### src/rtl/ser_shift_param_if.sv
// Handshake/data bundle for the bit-serial shift/rotate unit.
// The master side drives the operation request and operand bits.
// The slave side (the unit itself) returns busy and the serial result.
interface ser_shift_param_if #(
  parameter int XLEN = 32
);
  localparam int SHW = $clog2(XLEN);

  logic           i_en;
  logic           i_start;
  logic [SHW-1:0] i_shamt;
  logic [2:0]     i_mode;
  logic           i_d;
  logic           o_busy;
  logic           o_q;
  logic           o_q_valid;
  logic           o_done;
  logic           o_err;

  modport master (
    output i_en, i_start, i_shamt, i_mode, i_d,
    input  o_busy, o_q, o_q_valid, o_done, o_err
  );

  modport slave (
    input  i_en, i_start, i_shamt, i_mode, i_d,
    output o_busy, o_q, o_q_valid, o_done, o_err
  );
endinterface

### src/rtl/ser_shift_param.sv
// Parametrised bit-serial shift/rotate unit (SLL/SRL/SRA/ROL/ROR).
// The operand is loaded LSB-first into a buffer, then each result bit k
// is picked straight out of the buffer by index arithmetic, so no
// physical shifting of the buffer is needed during EMIT.
module ser_shift_param #(
  parameter int XLEN = 32
) (
  input  logic              i_clk,
  input  logic              i_rst,
  ser_shift_param_if.slave  bus
);
  localparam int SHW = $clog2(XLEN);

  localparam logic [SHW-1:0] CNT_LAST = SHW'(XLEN - 1);
  localparam logic [SHW-1:0] CNT_ONE  = SHW'(1);
  localparam logic [SHW:0]   XLEN_X   = (SHW + 1)'(XLEN);

  localparam logic [2:0] MODE_SLL = 3'b000;
  localparam logic [2:0] MODE_SRL = 3'b001;
  localparam logic [2:0] MODE_SRA = 3'b010;
  localparam logic [2:0] MODE_ROL = 3'b101;
  localparam logic [2:0] MODE_ROR = 3'b110;

  typedef enum logic [1:0] {
    ST_IDLE = 2'd0,
    ST_LOAD = 2'd1,
    ST_EMIT = 2'd2
  } state_t;

  state_t          state_r;
  state_t          state_s;
  logic            busy_r;
  logic [XLEN-1:0] buf_r;
  logic [SHW-1:0]  cnt_r;
  logic [SHW-1:0]  shamt_r;
  logic [2:0]      mode_r;

  logic            valid_s;
  logic            last_s;
  logic            q_s;
  logic            done_s;
  logic            err_s;

  // Reserved operation codes produce an all-zero result and flag o_err.
  function automatic logic mode_reserved(input logic [2:0] mode);
    logic rsv_v;
    case (mode)
      MODE_SLL, MODE_SRL, MODE_SRA, MODE_ROL, MODE_ROR: rsv_v = 1'b0;
      default:                                          rsv_v = 1'b1;
    endcase
    return rsv_v;
  endfunction

  // Result bit k selected from the loaded operand. Indices are formed one
  // bit wider than the counter so overflow past XLEN is visible; XLEN is a
  // power of two, so truncating to SHW bits is the modulo for rotates.
  function automatic logic result_bit(
    input logic [XLEN-1:0] b,
    input logic [SHW-1:0]  k,
    input logic [SHW-1:0]  s,
    input logic [2:0]      mode
  );
    logic [SHW:0] k_x;
    logic [SHW:0] s_x;
    logic [SHW:0] sum_x;
    logic [SHW:0] dif_x;
    logic         bit_v;
    k_x   = {1'b0, k};
    s_x   = {1'b0, s};
    sum_x = k_x + s_x;
    dif_x = k_x - s_x;
    bit_v = 1'b0;
    case (mode)
      MODE_SLL: begin
        if (k_x >= s_x) bit_v = b[dif_x[SHW-1:0]];
        else            bit_v = 1'b0;
      end
      MODE_SRL: begin
        if (sum_x < XLEN_X) bit_v = b[sum_x[SHW-1:0]];
        else                bit_v = 1'b0;
      end
      MODE_SRA: begin
        if (sum_x < XLEN_X) bit_v = b[sum_x[SHW-1:0]];
        else                bit_v = b[XLEN-1];
      end
      MODE_ROL: bit_v = b[dif_x[SHW-1:0]];
      MODE_ROR: bit_v = b[sum_x[SHW-1:0]];
      default:  bit_v = 1'b0;
    endcase
    return bit_v;
  endfunction

  // Next-state decode; LOAD and EMIT advance only on enabled cycles.
  always_comb begin
    state_s = state_r;
    case (state_r)
      ST_IDLE: begin
        if (bus.i_start) state_s = ST_LOAD;
        else             state_s = ST_IDLE;
      end
      ST_LOAD: begin
        if (bus.i_en && last_s) state_s = ST_EMIT;
        else                    state_s = ST_LOAD;
      end
      ST_EMIT: begin
        if (bus.i_en && last_s) state_s = ST_IDLE;
        else                    state_s = ST_EMIT;
      end
      default: state_s = ST_IDLE;
    endcase
  end

  // State register and the registered busy flag that mirrors it.
  always_ff @(posedge i_clk) begin
    if (i_rst) begin
      state_r <= ST_IDLE;
      busy_r  <= 1'b0;
    end else begin
      state_r <= state_s;
      busy_r  <= (state_s != ST_IDLE);
    end
  end

  // Operand buffer, bit counter and captured operation parameters.
  always_ff @(posedge i_clk) begin
    if (i_rst) begin
      buf_r   <= {XLEN{1'b0}};
      cnt_r   <= {SHW{1'b0}};
      shamt_r <= {SHW{1'b0}};
      mode_r  <= 3'b000;
    end else begin
      case (state_r)
        ST_IDLE: begin
          if (bus.i_start) begin
            shamt_r <= bus.i_shamt;
            mode_r  <= bus.i_mode;
            cnt_r   <= {SHW{1'b0}};
          end
        end
        ST_LOAD: begin
          if (bus.i_en) begin
            buf_r <= {bus.i_d, buf_r[XLEN-1:1]};
            cnt_r <= cnt_r + CNT_ONE;
          end
        end
        ST_EMIT: begin
          if (bus.i_en) begin
            cnt_r <= cnt_r + CNT_ONE;
          end
        end
        default: begin
          cnt_r <= {SHW{1'b0}};
        end
      endcase
    end
  end

  // Serial result and completion flags; gated by i_en so stalled EMIT
  // cycles present o_q_valid=0 and o_q=0.
  always_comb begin
    last_s  = (cnt_r == CNT_LAST);
    valid_s = (state_r == ST_EMIT) && bus.i_en;
    q_s     = 1'b0;
    done_s  = 1'b0;
    err_s   = 1'b0;
    if (valid_s) begin
      q_s    = result_bit(buf_r, cnt_r, shamt_r, mode_r);
      done_s = last_s;
      err_s  = last_s && mode_reserved(mode_r);
    end else begin
      q_s    = 1'b0;
      done_s = 1'b0;
      err_s  = 1'b0;
    end
  end

  assign bus.o_busy    = busy_r;
  assign bus.o_q       = q_s;
  assign bus.o_q_valid = valid_s;
  assign bus.o_done    = done_s;
  assign bus.o_err     = err_s;

endmodule

### src/flat_wrapper.sv
// flat-port wrapper written by rule: the top's interface ports become plain ports
module ser_shift_param_flat 
#(
  parameter int XLEN = 32
)
  (i_clk, i_rst, bus_i_en, bus_i_start, bus_i_shamt, bus_i_mode, bus_i_d, bus_o_busy, bus_o_q, bus_o_q_valid, bus_o_done, bus_o_err);
  ser_shift_param_if #(.XLEN(XLEN)) bus_i ();
  input  logic i_clk;
  input  logic i_rst;
  input wire logic [$bits(bus_i.i_en)-1:0] bus_i_en;
  input wire logic [$bits(bus_i.i_start)-1:0] bus_i_start;
  input wire logic [$bits(bus_i.i_shamt)-1:0] bus_i_shamt;
  input wire logic [$bits(bus_i.i_mode)-1:0] bus_i_mode;
  input wire logic [$bits(bus_i.i_d)-1:0] bus_i_d;
  output wire logic [$bits(bus_i.o_busy)-1:0] bus_o_busy;
  output wire logic [$bits(bus_i.o_q)-1:0] bus_o_q;
  output wire logic [$bits(bus_i.o_q_valid)-1:0] bus_o_q_valid;
  output wire logic [$bits(bus_i.o_done)-1:0] bus_o_done;
  output wire logic [$bits(bus_i.o_err)-1:0] bus_o_err;
  assign bus_i.i_en = bus_i_en;
  assign bus_i.i_start = bus_i_start;
  assign bus_i.i_shamt = bus_i_shamt;
  assign bus_i.i_mode = bus_i_mode;
  assign bus_i.i_d = bus_i_d;
  assign bus_o_busy = bus_i.o_busy;
  assign bus_o_q = bus_i.o_q;
  assign bus_o_q_valid = bus_i.o_q_valid;
  assign bus_o_done = bus_i.o_done;
  assign bus_o_err = bus_i.o_err;
  ser_shift_param #(.XLEN(XLEN)) u_core (.i_clk(i_clk), .i_rst(i_rst), .bus(bus_i));
endmodule
### config.mk
export PLATFORM = sky130hd
export DESIGN_NAME = ser_shift_param_flat
export DESIGN_NICKNAME = d
export VERILOG_FILES = /design/src/rtl/ser_shift_param_if.sv /design/src/rtl/ser_shift_param.sv /design/src/flat_wrapper.sv
export SDC_FILE = /design/constraint.sdc
export NUM_CORES = 1
export LEC_CHECK = 0
export ABC_CLOCK_PERIOD_IN_PS = 3850
export CORE_ASPECT_RATIO = 0.75
export CORE_MARGIN = 3
export CORE_UTILIZATION = 30
export CTS_BUF_LIST = sky130_fd_sc_hd__clkbuf_2
export DETAILED_ROUTE_END_ITERATION = 8
export HOLD_SLACK_MARGIN = 0.12
export SLEW_MARGIN = 40
export SYNTH_ARGS = -nofsm -noshare
export SYNTH_HDL_FRONTEND = slang
export SYNTH_SLANG_ARGS = --single-unit
### constraint.sdc
create_clock -name i_clk -period 3.85 [get_ports i_clk]
set_input_delay 0.5775 -clock i_clk [delete_from_list [all_inputs] [get_ports i_clk]]
set_output_delay 0.5775 -clock i_clk [all_outputs]
set_load 0.01 [all_outputs]
# Yosys cells after proc, flatten, opt, wreduce, memory -nomap -nowiden
# Cells that the tools add are included.
[word_totals]
ff_bits = 48
latchBits = 0
ram_bits = 0
mem_bits_ro = 0
output_inout_bits = 5
n_memories = 0
[classes]
addsub = 3
n_mul = 0
div = 0
order_cmp = 4
n_eq_ne = 9
shift = 0
muxes = 20
bitwise_logic = 0
reduce_logical = 11
[ops]
columns = ["cell", "count"]
rows = [
  ["less-than comparator 5 x 6 -> 1 bit, second input constant", 2],
  ["two-way mux 1 bit", 11],
  ["binary-select mux 1 bit (select 5 bit)", 2],
  ["two-way mux 5 bit", 2],
  ["case mux 5 bit (2 select lines)", 1],
  ["adder 5 x 5 -> 6 bit", 1],
  ["equality test 3 bit, second input constant", 2],
  ["less-than comparator 6 bit, second input constant", 1],
  ["case mux 2 bit (3 select lines)", 1],
  ["AND reduction 2 bit", 3],
  ["adder 5 x 1 -> 5 bit, second input constant", 1],
  ["equality test 5 bit, second input constant", 1],
  [">= comparator 5 bit", 1],
  ["case mux 1 bit (5 select lines)", 1],
  ["OR reduction 5 bit", 1],
  ["subtractor 5 bit", 1],
  ["two-way mux 2 bit", 2],
  ["equality test 3 x 1 -> 1 bit, second input constant", 1],
  ["equality test 3 x 2 -> 1 bit, second input constant", 1],
  ["logical AND 1 bit", 3],
  ["zero test 3 bit", 1],
  ["equality test 2 x 1 -> 1 bit, second input constant", 1],
  ["equality test 2 bit, second input constant", 1],
  ["zero test 2 bit", 1],
  ["4 further kinds", 4],
]

# Longest topological paths before layout
# Gate-level depths: netlist of the first run.
[depth]
ltp_word = 6
mapped_depth = 11
mapped_depth_nobuf = 9

# Worst setup path after synthesis of the first run
# No wires, ideal clock.
[synth_timing]
path_kind = "register -> output"
start = "reg u_core.cnt_r[0]"
end = "out bus_o_q"
t_arrival_ns = 2.448
path_slack_ns = 0.824
path_stages_with_launch = 10
path_buffers = 0
path_cell_list = "dfxtp_1 > ha_1 > inv_1 > fa_1 > xor2_2 > mux4_1 > mux2i_1 > mux2i_1 > o31ai_1 > a41o_1"
[synth_via]
elab_chain_len = 6
word_cells_on_any_way = 13
classes_between = "add/sub (2); order compare (2); mux (9)"
[synth_rtl]
columns = ["element", "line", "text"]
rows = [
  ["from (decl)", "ser_shift_param.sv:34", "logic [SHW-1:0] cnt_r;"],
  ["from (signal assigned)", "ser_shift_param.sv:128", "cnt_r <= {SHW{1'b0}};"],
  ["from (signal assigned)", "ser_shift_param.sv:137", "cnt_r <= {SHW{1'b0}};"],
  ["from (signal assigned)", "ser_shift_param.sv:143", "cnt_r <= cnt_r + CNT_ONE;"],
  ["adder 5 x 5 -> 6 bit / subtractor 5 bit (equally long branches)", "ser_shift_param.sv:70, ser_shift_param.sv:71", ""],
  ["binary-select mux 1 bit (select 5 bit) (on tied branches)", "-", ""],
  ["two-way mux 1 bit (on tied branches)", "-", ""],
  ["two-way mux 1 bit (on tied branches)", "ser_shift_param.sv:83, ser_shift_param.sv:75, ser_shift_param.sv:79", ""],
  ["case mux 1 bit (5 select lines) (*)", "ser_shift_param.sv:73", "case (mode)"],
  ["two-way mux 1 bit (*)", "ser_shift_param.sv:166", "if (valid_s) begin"],
  ["to (decl)", "flat_wrapper.sv:16", "output wire logic [$bits(bus_i.o_q)-1:0] bus_o_q;"],
]
# Every way passes the cells marked *; elsewhere a longest branch is shown, timed or not. The select of a mux whose other input is x is not followed.

# Worst setup path in the final report of the first run
# Same ends and word-level chain as after synthesis.

==> results.ini, run 1 <==
[run_status]
status = completed

[layout]
drive_gt1_share_pct = 9.04
utilization_pct = 35.1
nets = 365
final_cells = 440
syn_to_final_growth_pct = 11.8
layout_commonest_cell = nand2_1
n_antenna_cell = 0
fill_cells = 863
final_cell_mix = nand2_1 (90), a21oi_1 (50), dfxtp_1 (44)

[sta]
whs_ns = 0.472
max_freq_ghz = 0.279
setup_violations = 0
fin_crit_sh_pct = 93.2
slew_violations = 0
clock_skew_ns = 0.0221
rsz0062_at_grt = no
period_needed_ns = 3.59
tightest_slew_ns = 0.618
max_slew_margin_pct = 58.7
hold_viol_final = 0
tns_ns = 0

[setup_path]
cp_slowest_cell = mux4_1
worst_ep_required_time_ns = 3.27
rr_worst_depth = 8
worstSetupPathType = register to output port
end_kind = output port
cp_num_cells = 9
crit_family = multiplexers
arrival_ns = 3.01
path_cells = inv_1, ha_1, fa_2, xnor2_4, mux4_1, mux2i_1, mux2_2, a41o_1, clkbuf_2
worst-path-buf-inv = 2
cp-start-kind = register
cp_max_fo = 4
slowest_delay_ns = 0.58

[power]
p_leak_nw = 1.17
finalPower_w = 0.000835
internal_power_w = 0.000602
power.share.clock_pct = 22.0
seq_power_share_pct = 61.5
p_per_area_nw_per_um2 = 277
ir_drop_uv = 140
combPwrFrac_pct = 16.4
switching_share_pct = 27.9
power_switching_w = 0.000233

[clocking]
cts.sinks = 48
numCtsBuffers = 5
ctsHoldBuffers = 0
insertion_delay_ns = 0.41
tritoncts = done
cts_buffer_depth = 2
cts.reportedPaths.clkPinSlew_ns = 0.23
htreeDepth = 2
cts-root-buf = clkbuf_2

[die]
start_util_pct = 31.4
io_pins = 18
die_y_um = 88.1
core_area_sq_um = 8600
core.rowCount = 29
fp.dieW_um = 115
dieArea_sq_um = 10200

[grt]
grt_pass1_wl_um = 9410
first_global_vias = 1984
grt_max_degree = 48
grt.overflow.total = 0
antenna_found_initial = 0
track_usage_pct = 11.4

[run]
maxCapViolCount = 0

[hold_path]
hold_class = register to register
hold_path_depth = 2

[detailed_routing]
ant_nets = 0
wl_per_cell_um = 12.6
vias = 2163
dr.pass1.iters = 4
drc = 0
totalWireLength_um = 5560
via_per_inst = 4.92
initialDrtViolationCount = 139

[synth]
synth_area_sq_um = 2700
ys_ff_latch = 48
synth_fp_nets = 352
avgSynthCellArea_sq_um = 8.40
synthCells = 321
ys_warn_count = 0
synth.distinct_cells = 35
ys_seq_area_share_pct = 35.6

[placement]
gp_routability_congestion = 0.798
place_inst = 432
port_buffers = 17
hpwl_um = 3910

-- power groups by stage --
stage	sequential (W)	clock (W)	combinational, W
2_1_floorplan	0.000522	0	0.000101
3_3_place_gp	0.000523	0	0.000129
3_5_place_dp	0.000523	0	0.000130
4_1_cts	0.000514	0.000193	0.000138
5_1_grt	0.000516	0.000206	0.000151
6_report	0.000514	0.000184	0.000137
-- state kept, by name (all words and copies together), names as in the netlist --
name / count
u_core.buf_r: 32
u_core.cnt_r: 5
u_core.shamt_r: 5
u_core.mode_r: 3
u_core.state_r: 2
u_core.bus.o_busy: 1
-- per-stage QoR --
| stage | setup WS, ns | cell area, sq um |
|---|---|---|
| after floorplan | 0.824 | 2700 |
| after global placement | 0.187 | 2940 |
| after detailed placement | 0.0823 | 2940 |
| after CTS | 0.0493 | 3020 |
| after global routing | 0.0419 | 3020 |
| final | 0.260 | 3020 |
-- worst paths after layout --
check	start	endpoint	slack, ns
worst max-delay path	u_core.cnt_r[0]$_SDFFE_PP0P_	bus_o_q	0.26
worst min-delay path	u_core.buf_r[0]$_SDFFE_PP0P_	u_core.buf_r[0]$_SDFFE_PP0P_	0.47
worst max register to register	u_core.cnt_r[0]$_SDFFE_PP0P_	u_core.bus.o_busy$_SDFF_PP0_	1.96
worst min register to register	u_core.buf_r[0]$_SDFFE_PP0P_	u_core.buf_r[0]$_SDFFE_PP0P_	0.47
-- worst min-delay path, stage by stage (launching register included) --
cell and delay (ns):
dfxtp_1 0.35, nand2_1 0.05, a21oi_1 0.05
-- metal layers --
| layer | up-vias | GRT usage, % | share of wire [%] | routed length [um] |
|---|---|---|---|---|
| met5 | - | 0 | 0 | 0 |
| met4 | 0 | 2.88 | 1.1 | 63 |
| met3 | 8 | 2.49 | 3.4 | 188 |
| met2 | 42 | 15.6 | 40 | 2220 |
| met1 | 1011 | 18.0 | 56 | 3090 |
| li1 | 1102 | - | - | - |
-- kinds of logic (layout without fill, tap and decap cells) --
group,count (synthesis),in the layout,synth area share [%]
AND/OR/NAND/NOR,118,118,18.1
AO/OA/AOI/OAI,64,64,12.9
flip-flops,48,48,35.6
buffers and inverters,34,45,5.66
multiplexers,32,32,15.9
adder cells (fa/ha/maj),18,18,8.91
XOR/XNOR,7,7,2.83
-- Yosys cell counts --
| master | number | share of area (%) |
|---|---|---|
| a21boi_0 | 1 | 0.28 |
| a21o_1 | 4 | 1.1 |
| a21oi_1 | 50 | 9.3 |
| a22oi_1 | 1 | 0.28 |
| a31oi_1 | 1 | 0.23 |
| a41o_1 | 1 | 0.37 |
| and2_1 | 3 | 0.70 |
| and3_1 | 3 | 0.70 |
| buf_12 | 1 | 0.74 |
| buf_2 | 1 | 0.19 |
| buf_6 | 1 | 0.42 |
| clkbuf_1 | 14 | 1.9 |
| dfxtp_1 | 48 | 36 |
| fa_1 | 2 | 1.5 |
| ha_1 | 16 | 7.4 |
| inv_1 | 17 | 2.4 |
| mux2_2 | 1 | 0.42 |
| mux2i_1 | 23 | 8.5 |
| mux4_1 | 2 | 1.9 |
| mux4_2 | 6 | 5.0 |
| nand2_1 | 91 | 13 |
| nand2b_1 | 2 | 0.46 |
| nand4_1 | 3 | 0.70 |
| nor2_1 | 8 | 1.1 |
| nor2b_1 | 1 | 0.23 |
| nor3_1 | 4 | 0.74 |
| nor3b_1 | 2 | 0.56 |
| o21ai_0 | 3 | 0.56 |
| o21bai_1 | 1 | 0.28 |
| o31ai_1 | 2 | 0.56 |
| or2_2 | 1 | 0.23 |
| xnor2_1 | 3 | 0.97 |
| xnor2_2 | 1 | 0.60 |
| xor2_1 | 2 | 0.65 |
| xor2_2 | 1 | 0.60 |
-- layout make-up --
type                       instances  area [sq um]  share of cell area (%)
clock buffer                       5          25.0                   0.830
multi-input combinational        239          1620                    53.6
sequential                        48           966                    32.0
tap                              108           135                    4.48
timing repair buffer              23           210                    6.97
inverter                          17          63.8                    2.12
-- what timing repair did --
action,4_1_cts,5_1_grt
hold endpoints to repair,0,0
resized for setup,10,2
pin swaps,3,1
setup endpoints to repair,1,1
gates cloned,0,0
buffers inserted,3,0
Power figures use the tool's default switching activity.
==> run 2: changes to the inputs <==
--- a/config.mk
+++ b/config.mk
@@ -8,7 +8,7 @@
 export ABC_CLOCK_PERIOD_IN_PS = 3850
 export CORE_ASPECT_RATIO = 0.75
 export CORE_MARGIN = 3
-export CORE_UTILIZATION = 30
+export CORE_UTILIZATION = 23
 export CTS_BUF_LIST = sky130_fd_sc_hd__clkbuf_2
 export DETAILED_ROUTE_END_ITERATION = 8
 export HOLD_SLACK_MARGIN = 0.12
==> run 2 against run 1 <==
Against the previous run: routed wire length is 2.9% higher; register-to-register slack about the same; count of clock-buffer cells in the layout increased by 1; first-iteration DRC count is 48% lower; fmax shrank 0.68%; die area rose by 28%; utilization fell by 7.4 points; clock power up 10%; largest power group unchanged; final cell count is 11% higher; critical path type unchanged.
==> results.ini, run 2 (synthesized netlist as in run 1, its figures left out) <==
[setup_path]
cp-start-kind = register
crit_family = multiplexers
end_kind = output port
worstSetupPathType = register to output port
cp_slowest_cell = mux4_2
worst-path-buf-inv = 2
cp_max_fo = 4
cp_num_cells = 9
path_cells = inv_1, ha_2, fa_2, xnor2_4, mux4_2, mux2i_1, mux2_2, a41o_1, buf_2
reg2reg_from = u_core.cnt_r[0]$_SDFFE_PP0P_
slowest_delay_ns = 0.53
startpoint = u_core.cnt_r[0]$_SDFFE_PP0P_
arrival_ns = 3.04
worst_ep_required_time_ns = 3.27
rr_worst_depth = 8

[hold_path]
hold_class = register to register
hold_path_depth = 2
min_from = u_core.buf_r[4]$_SDFFE_PP0P_

[grt]
antenna_found_initial = 0
first_global_vias = 2085
grt.overflow.total = 0
grt_max_degree = 48
grt_pass1_wl_um = 9800
track_usage_pct = 9.27

[sta]
max_slew_margin_pct = 60.2
hold_viol_final = 0
rsz0062_at_grt = no
period_needed_ns = 3.61
tightest_slew_ns = 0.596
slew_violations = 0
clock_skew_ns = 0.0191
max_freq_ghz = 0.277
fin_crit_sh_pct = 93.9
tns_ns = 0
setup_violations = 0
whs_ns = 0.468

[run_status]
status = completed

[clocking]
htreeDepth = 2
cts_buffer_depth = 2
insertion_delay_ns = 0.44
numCtsBuffers = 5
cts.reportedPaths.clkPinSlew_ns = 0.24
tritoncts = done
cts.sinks = 48
cts-root-buf = clkbuf_2
ctsHoldBuffers = 0

[placement]
hpwl_um = 4130
port_buffers = 17
gp_routability_congestion = 0.787

[die]
start_util_pct = 24.1
fp.dieW_um = 131
core.rowCount = 33
core_area_sq_um = 11200
die_y_um = 99.8
io_pins = 18
dieArea_sq_um = 13100

[detailed_routing]
dr.pass1.iters = 4
initialDrtViolationCount = 72
drc = 0
via_per_inst = 4.37
ant_nets = 0
vias = 2141
wl_per_cell_um = 11.7
totalWireLength_um = 5720

[layout]
layout_commonest_cell = nand2_1
drive_gt1_share_pct = 10.2
largest_reg_flops = 32
final_cell_mix = nand2_1 (90), a21oi_1 (50), dfxtp_1 (44)
syn_to_final_growth_pct = 14.7
fill_cells = 1203
reg_top3 = u_core.buf_r x32, u_core.cnt_r x5, u_core.shamt_r x5
regMostFlops = u_core.buf_r
nets = 363

[power]
ir_drop_uv = 167
p_leak_nw = 1.17
p_per_area_nw_per_um2 = 277

[run]
maxCapViolCount = 0

==> run 2: cell count changes in the layout (fill, tap and decap cells not counted), moves of 2 or more <==
cell    change
mux4_1      -2
ha_4        +2
mux4_2      +2
buf_4       -2
ha_1        -2
==> run 2: per-stage QoR <==
step           util [%]  power [W]  cell area [sq um]  worst slack (ns)  std cells
5_1_grt            27.6   0.000907               3090            0.0118        489
3_5_place_dp       26.8   0.000655               3000             0.104        481
4_1_cts            27.4   0.000865               3070            0.0982        489
6_report           27.6   0.000856               3090             0.236        490
2_1_floorplan         -   0.000622               2700             0.824        321
3_3_place_gp       26.8   0.000652               3000             0.178        481
==> run 2: final cells by class <==
type | count | area [sq um] | share of cell area (%)
Antenna cell | 1 | 2.50 | 0.0809
Clock buffer | 6 | 30.0 | 0.971
Clock inverter | 1 | 5.00 | 0.162
Inverter | 17 | 63.8 | 2.06
Multi-Input combinational cell | 239 | 1630 | 52.8
Sequential cell | 48 | 966 | 31.2
Tap cell | 157 | 196 | 6.35
Timing Repair Buffer | 21 | 195 | 6.31
==> run 2: tightest hold or removal path: stages, from the launching register on <==
cell and delay, ns:
dfxtp_1 0.37, nand2_1 0.06, a21oi_1 0.05
==> run 2: power by group <==
group | internal [W] | leakage (nW) | switching (W) | total, W
logic | 0.0000614 | 0.747 | 0.0000773 | 0.000139
registers | 0.000506 | 0.390 | 0.00000839 | 0.000515
clock network | 0.0000432 | 0.0288 | 0.000160 | 0.000203
==> run 2: per-layer routing <==
metal,global-route usage (%),vias up,share of wire (%)
met2,12.6,28,41
met1,14.3,1002,55
met4,1.82,0,1.2
met3,2.84,10,3.1
met5,0,-,0
li1,-,1101,-
==> run 2: repair_timing <==
item                                   in CTS  in global routing
pin swaps                                   3                  2
setup buffers                               1                  0
endpoints found under the hold margin       0                  0
setup endpoints to repair                   1                  1
gates resized for setup                    13                  6
==> run 2: worst paths after layout <==
path,endpoint,slack [ns]
min,u_core.buf_r[3]$_SDFFE_PP0P_,0.47
max,bus_o_q,0.24
max reg2reg,u_core.bus.o_busy$_SDFF_PP0_,1.95
min reg2reg,u_core.buf_r[3]$_SDFFE_PP0P_,0.47
==> run 3: changes to the inputs <==
--- a/config.mk
+++ b/config.mk
@@ -5,7 +5,6 @@
 export SDC_FILE = /design/constraint.sdc
 export NUM_CORES = 1
 export LEC_CHECK = 0
-export ABC_CLOCK_PERIOD_IN_PS = 3850
 export CORE_ASPECT_RATIO = 0.75
 export CORE_MARGIN = 3
 export CORE_UTILIZATION = 23
==> results of run 3 <==
Final layout, timing and power as in run 2 (identical DEF).
